===== config.mk =====
export PLATFORM = sky130hd
export DESIGN_NAME = letc_commit_tracer
export DESIGN_NICKNAME = d
export VERILOG_FILES = /design/src/rtl/letc_trace_pkg.sv /design/src/rtl/letc_trace_mpfifo.sv /design/src/rtl/letc_commit_tracer.sv
export SDC_FILE = /design/constraint.sdc
export NUM_CORES = 1
export LEC_CHECK = 0
export BUFFER_PORTS_ARGS = -buffer_cell sky130_fd_sc_hd__buf_4
export CAP_MARGIN = 15
export CORE_UTILIZATION = 56
export DETAILED_ROUTE_END_ITERATION = 10
export PLACE_DENSITY_LB_ADDON = 0.12
export SYNTH_ARGS = -nofsm -noshare
export SYNTH_HDL_FRONTEND = slang
export SYNTH_SLANG_ARGS = --single-unit

===== constraint.sdc =====
create_clock -name clk -period 12.2 [get_ports clk]
set_input_delay 0.61 -clock clk [delete_from_list [all_inputs] [get_ports clk]]
set_output_delay 0.61 -clock clk [all_outputs]
set_load 0.03 [all_outputs]

===== src/rtl/letc_trace_pkg.sv =====
// Shared types for the LETC commit tracer: retire record, stamped trace record, tracer state.
package letc_trace_pkg;

    // Width of the seq field carried in trace_rec_t; the tracer's SEQ_W must not exceed it.
    localparam int TRACE_SEQ_W = 32;

    typedef struct packed {
        logic [31:0] pc;
        logic        rd_we;
        logic [4:0]  rd_idx;
        logic [31:0] rd_val;
    } commit_rec_t;

    typedef struct packed {
        logic [TRACE_SEQ_W-1:0] seq;
        commit_rec_t            rec;
    } trace_rec_t;

    typedef enum logic [1:0] {
        RUN   = 2'd0,
        DRAIN = 2'd1,
        DONE  = 2'd2
    } trace_state_e;

endpackage


===== src/rtl/letc_trace_mpfifo.sv =====
// Multi-push / single-pop FIFO. Pushes arrive compacted in slots 0..push_cnt-1, oldest first.
module letc_trace_mpfifo #(
    parameter int  DEPTH    = 16,
    parameter int  NUM_PUSH = 1,
    parameter type T        = logic [7:0]
) (
    input  logic                             clk,
    input  logic                             rst_n,
    input  logic [$clog2(NUM_PUSH+1)-1:0]    push_cnt_i,
    input  T     [NUM_PUSH-1:0]              push_data_i,
    input  logic                             overwrite_i,
    input  logic                             pop_ready_i,
    output logic                             head_valid_o,
    output T                                 head_o,
    output logic [$clog2(DEPTH+1)-1:0]       level_o,
    output logic [$clog2(DEPTH+1)-1:0]       level_next_o,
    output logic [$clog2(NUM_PUSH+1)-1:0]    lost_o
);
    localparam int PW = $clog2(DEPTH);
    localparam int LW = $clog2(DEPTH+1);
    localparam int CW = $clog2(NUM_PUSH+1);

    T                mem_q [DEPTH];
    logic [PW-1:0]   rd_ptr_q, rd_ptr_d, wr_ptr;
    logic [LW-1:0]   level_q, level_d;
    int              acc;

    // Write pointer is derived from the head and occupancy; DEPTH is a power of two so it wraps.
    assign wr_ptr       = rd_ptr_q + PW'(level_q);
    assign head_valid_o = (level_q != '0);
    assign head_o       = head_valid_o ? mem_q[rd_ptr_q] : '0;
    assign level_o      = level_q;
    assign level_next_o = level_d;

    always_comb begin
        int lvl, n, pop, space, disc, lost;
        lvl   = int'(level_q);
        n     = int'(push_cnt_i);
        pop   = (head_valid_o && pop_ready_i) ? 1 : 0;
        space = DEPTH - lvl + pop;
        if (!overwrite_i) begin
            acc  = (n < space) ? n : space;
            disc = 0;
            lost = n - acc;
        end else begin
            acc  = n;
            disc = lvl - pop + n - DEPTH;
            if (disc < 0) disc = 0;
            lost = disc;
        end
        rd_ptr_d = rd_ptr_q + PW'(pop + disc);
        level_d  = LW'(lvl - pop - disc + acc);
        lost_o   = CW'(lost);
    end

    always_ff @(posedge clk) begin
        if (!rst_n) begin
            rd_ptr_q <= '0;
            level_q  <= '0;
        end else begin
            rd_ptr_q <= rd_ptr_d;
            level_q  <= level_d;
        end
    end

    // Storage needs no reset: reads are gated by occupancy.
    always_ff @(posedge clk) begin
        for (int i = 0; i < NUM_PUSH; i++) begin
            if (rst_n && (i < acc)) mem_q[wr_ptr + PW'(i)] <= push_data_i[i];
        end
    end

endmodule


===== src/rtl/letc_commit_tracer.sv =====
// Commit-trace capture: filter and stamp retire records, buffer them, and sequence end-of-run.
module letc_commit_tracer
    import letc_trace_pkg::*;
#(
    parameter int NUM_CH          = 1,
    parameter int DEPTH           = 16,
    parameter int SEQ_W           = 32,
    parameter int DROP_W          = 16,
    parameter int WATCHDOG_CYCLES = 0
) (
    input  logic                         clk,
    input  logic                         rst_n,
    input  logic [NUM_CH-1:0]            i_commit_valid,
    input  commit_rec_t [NUM_CH-1:0]     i_commit,
    input  logic                         i_exit,
    input  logic                         i_writes_only,
    input  logic                         i_overwrite,
    output logic                         o_rec_valid,
    input  logic                         i_rec_ready,
    output trace_rec_t                   o_rec,
    output logic [$clog2(DEPTH+1)-1:0]   o_level,
    output logic [DROP_W-1:0]            o_drop_count,
    output logic                         o_done,
    output logic                         o_hang,
    output trace_state_e                 o_state
);
    localparam int CW   = $clog2(NUM_CH+1);
    localparam int LW   = $clog2(DEPTH+1);
    localparam int WD_W = (WATCHDOG_CYCLES > 0) ? $clog2(WATCHDOG_CYCLES+1) : 1;

    trace_state_e                state_q, state_d;
    logic [SEQ_W-1:0]            seq_q, seq_d;
    logic [DROP_W-1:0]           drop_q, drop_d;
    logic [WD_W-1:0]             wd_q, wd_d;
    logic                        hang_q, wd_fire;
    trace_rec_t [NUM_CH-1:0]     push_data;
    logic [CW-1:0]               push_cnt;
    logic [CW-1:0]               lost;
    logic [LW-1:0]               level_next;
    logic [DROP_W:0]             drop_sum;

    // Compact eligible channels into consecutive push slots, stamping in channel order.
    always_comb begin
        int          n;
        commit_rec_t norm;
        n         = 0;
        push_data = '0;
        for (int k = 0; k < NUM_CH; k++) begin
            norm = i_commit[k];
            if (norm.rd_idx == 5'd0) norm.rd_we = 1'b0;
            if (state_q == RUN && i_commit_valid[k] && (!i_writes_only || norm.rd_we)) begin
                push_data[n].seq = TRACE_SEQ_W'(seq_q + SEQ_W'(n));
                push_data[n].rec = norm;
                n++;
            end
        end
        push_cnt = CW'(n);
        seq_d    = seq_q + SEQ_W'(n);
    end

    letc_trace_mpfifo #(
        .DEPTH    (DEPTH),
        .NUM_PUSH (NUM_CH),
        .T        (trace_rec_t)
    ) u_fifo (
        .clk          (clk),
        .rst_n        (rst_n),
        .push_cnt_i   (push_cnt),
        .push_data_i  (push_data),
        .overwrite_i  (i_overwrite),
        .pop_ready_i  (i_rec_ready),
        .head_valid_o (o_rec_valid),
        .head_o       (o_rec),
        .level_o      (o_level),
        .level_next_o (level_next),
        .lost_o       (lost)
    );

    assign drop_sum = {1'b0, drop_q} + (DROP_W+1)'(lost);
    assign drop_d   = drop_sum[DROP_W] ? '1 : drop_sum[DROP_W-1:0];

    always_comb begin
        wd_d    = wd_q;
        wd_fire = 1'b0;
        if (WATCHDOG_CYCLES != 0 && state_q == RUN) begin
            if (|i_commit_valid) begin
                wd_d = '0;
            end else begin
                wd_d    = wd_q + 1'b1;
                wd_fire = (int'(wd_d) == WATCHDOG_CYCLES);
            end
        end
    end

    always_ff @(posedge clk) begin
        if (!rst_n) begin
            state_q <= RUN;
            seq_q   <= '0;
            drop_q  <= '0;
            wd_q    <= '0;
            hang_q  <= 1'b0;
        end else begin
            state_q <= state_d;
            seq_q   <= seq_d;
            drop_q  <= drop_d;
            wd_q    <= wd_d;
            hang_q  <= hang_q | wd_fire;
        end
    end

    always_comb begin
        state_d = state_q;
        case (state_q)
            RUN:     if (i_exit || wd_fire) state_d = DRAIN;
            DRAIN:   if (level_next == '0)  state_d = DONE;
            DONE:    state_d = DONE;
            default: state_d = RUN;
        endcase
    end

    always_comb begin
        o_done       = (state_q == DONE);
        o_hang       = hang_q;
        o_drop_count = drop_q;
        o_state      = state_q;
    end

endmodule


==> results.py <==
metrics = {
    "flow_run": {
        "maxCapViolations": 0,
    },
    "clocking": {
        "htreeDepth": 4,
        "clkSlewWorstSetupHoldPaths_ns": 0.06,
        "clock-sinks": 1691,
        "clk_path_buf_depth": 3,
        "clk_root_buffer_cell": "clkbuf_16",
        "insertion_delay_ns": 0.78,
        "cts_buffers": 168,
        "postCtsSetupBuffers": 0,
        "ctsResizeCount": 0,
        "hold_buffers": 0,
        "cts_tree": "done",
    },
    "sta": {
        "relSlewSlack_pct": 21.2,
        "worst_pin_slew_ns": 1.18,
        "fin_setup_tns_ns": 0,
        "setup_slack_ns": 3.89,
        "maxSlewViolCount": 0,
        "setup_viol": 0,
        "hold_viol_final": 0,
        "fin_crit_sh_pct": 68.1,
        "max_freq_mhz": 120,
        "fin_crit_ns": 8.31,
        "finClkSkew_ns": 0.0308,
        "rsz0062_at_grt": "no",
    },
    "power_and_ir_drop": {
        "intPower_mw": 11.4,
        "p_sw_share_pct": 29.7,
        "p_clk_share_pct": 30.4,
        "power_frac_seq_pct": 42.8,
        "peakVddDrop_mv": 0.167,
        "p_switching_mw": 4.84,
        "power_density_mw_per_mm2": 218,
        "leakage_nw": 24.6,
        "p_comb_share_pct": 26.8,
    },
    "place": {
        "gp_congestion": 0.776,
        "dp_hpwl_um": 79800,
        "place_ws_ns": 3.95,
        "portBuffers": 203,
    },
    "grt": {
        "grt_pass1_vias": 32100,
        "grt_max_degree": 114,
        "antenna_found_initial": 5,
        "grt_pass1_wl_um": 217000,
        "overflow": 0,
        "grt_use_total_pct": 25.1,
    },
    "cells_and_area": {
        "seq_area_sq_mm": 0.0502,
        "synthToLayoutAreaGrowth_pct": 13.1,
        "num-fill-cells": 7671,
        "nNetsFinal": 3315,
        "multiInputGateArea_sq_mm": 0.0153,
        "drive_gt1_share_pct": 30.9,
    },
    "logic_synthesis": {
        "ys_seq_area_share_pct": 75.9,
        "yosysTopAreaCell": "edfxtp_1",
        "ys_types": 52,
        "ys.flop_type": "edfxtp_1",
        "ys_top_cells_by_count": "edfxtp_1, mux4_2, and2_1, clkbuf_1, nor2_1",
        "async_flop_share_pct": 0,
        "synthTopCellsByArea": "edfxtp_1, mux4_2, and2_1, dfxtp_1, ha_1",
        "postSynthAreaPerCell_sq_um": 22.7,
        "synth_area_sq_mm": 0.0661,
        "synth_warnings": 0,
        "syn-num-nets": 3034,
        "synth-edff-count": 1632,
        "synth-seq-cells": 1691,
        "yosysMostFrequentCell": "edfxtp_1",
        "yosys.area.top_type_share_pct": 74.1,
        "synthCells": 2914,
    },
    "route": {
        "detail-route-antenna-nets": 0,
        "routed-via-count": 30600,
        "wire_per_inst_um": 30.3,
        "finalWirelength_um": 147000,
        "vias_per_cell": 6.29,
        "drt_first_pass_iters": 5,
        "drc": 0,
        "drt_first_iter_violations": 3116,
    },
    "die": {
        "fp.dieW_um": 346,
        "core_sq_mm": 0.117,
        "start_util_pct": 56.7,
        "io_pins": 205,
        "rows": 125,
        "die_area_sq_mm": 0.120,
        "die_y_um": 346,
    },
    "worst_setup_path": {
        "end_kind": "flip-flop",
        "worstPathMaxFanout": 52,
        "cp.arrival_ns": 8.69,
        "critical_path_required_ns": 12.57,
        "crit_type": "reg2reg",
        "cp-start-kind": "flip-flop",
    },
    "hold_path": {
        "hold_path_class": "in2reg",
    },
    "status": {
        "status": "complete, no violations",
    },
}
[layer usage]
metal | up-vias | track usage, % | part of all wire [%]
li1 | 12800 | - | -
met1 | 16600 | 35.3 | 41
met2 | 1029 | 41.0 | 51
met3 | 169 | 5.28 | 6.9
met4 | 0 | 5.30 | 1.5
met5 | - | 0 | 0
[layout make-up]
type / count / area share [%]
Inverter: 25 / 0.129
Timing Repair Buffer: 260 / 2.71
Clock inverter: 91 / 1.04
Multi-Input combinational cell: 1049 / 20.4
Antenna cell: 1 / 0.00334
Sequential cell: 1691 / 67.1
Tap cell: 1524 / 2.55
Clock buffer: 219 / 6.05
[sequential cells by signal, indices dropped and copies added, names as in the netlist]
| register | cells |
|---|---|
| u_fifo.level_o | 5 |
| u_fifo.rd_ptr_q | 4 |
| o_state | 2 |
| u_fifo.mem_q | 1632 |
| o_drop_count | 16 |
| seq_q | 32 |
[worst max-delay path: stages (launching register included)]
cell      delay [ns]
dfxtp_1         0.54
inv_1           0.12
ha_1            0.26
nor3b_1         0.16
ha_1            0.26
nor2b_1         0.32
ha_1            0.25
ha_1            0.21
and4b_1         0.20
a31oi_1         0.08
or3_1           0.34
ha_1            0.29
nand4b_1        0.10
nor4_1          0.25
nand4b_1        0.16
nor3_1          0.25
or4b_1          0.47
ha_1            0.30
nor2_1          0.48
o221a_2         0.37
nand4_1         0.41
nor3_4          0.27
buf_4           0.77
buf_4           0.92
[cells by family after synthesis]
kind of cell,after synthesis,synth area share (%)
adder cells (fa/ha/maj),43,0.893
other,1,0.00567
XOR/XNOR,61,0.808
AND/OR/NAND/NOR,390,3.38
multiplexers,515,17.4
flip-flops,1691,75.9
AO/OA/AOI/OAI,39,0.376
buffers and inverters,174,1.23
[final timing paths]
kind,start,end,slack [ns],depth (start not counted)
setup / recovery,u_fifo.level_o[1]$_SDFF_PN0_,u_fifo.mem_q[12][4]$_DFFE_PP_,3.89,23
hold / removal,rst_n,o_state[0]$_SDFFE_PN0P_,0.19,3
hold reg to reg,o_state[0]$_SDFFE_PN0P_,o_state[0]$_SDFFE_PN0P_,0.51,2
setup reg to reg,u_fifo.level_o[1]$_SDFF_PN0_,u_fifo.mem_q[12][4]$_DFFE_PP_,3.89,23
[layout by cell type (no fill, tap or decap), drive strengths merged, types with 8 or more instances in the layout]
| master | instances |
|---|---|
| a21oi | 19 |
| and2 | 216 |
| and3 | 8 |
| buf | 260 |
| bufinv | 9 |
| clkbuf | 219 |
| clkinv | 68 |
| dfxtp | 59 |
| edfxtp | 1632 |
| ha | 36 |
| inv | 37 |
| mux4 | 510 |
| nand2 | 31 |
| nand3 | 18 |
| nand4 | 14 |
| nor2 | 60 |
| nor3 | 10 |
| xnor2 | 22 |
| xor2 | 39 |
[stage by stage]
step	cell area (sq um)	power (mW)	util, %	instances	hold WS [ns]
after floorplan	66200	10.0	-	2914	0.471
final	74800	16.3	64.1	4860	0.189
after global routing	74800	16.9	64.1	4859	0.173
after CTS	74800	16.5	64.1	4857	0.135
after global placement	69500	11.5	59.5	4546	0.486
after detailed placement	69500	11.5	59.5	4547	0.503
[power groups by stage]
| stage | clock [mW] | sequential [mW] | combinational, mW |
|---|---|---|---|
| 2_1_floorplan | 0 | 7.03 | 3.01 |
| 3_3_place_gp | 0 | 7.08 | 4.40 |
| 3_5_place_dp | 0 | 7.10 | 4.43 |
| 4_1_cts | 5.03 | 6.98 | 4.45 |
| 5_1_grt | 5.26 | 7.00 | 4.65 |
| 6_report | 4.95 | 6.97 | 4.37 |
Power figures use the tool's default switching activity.
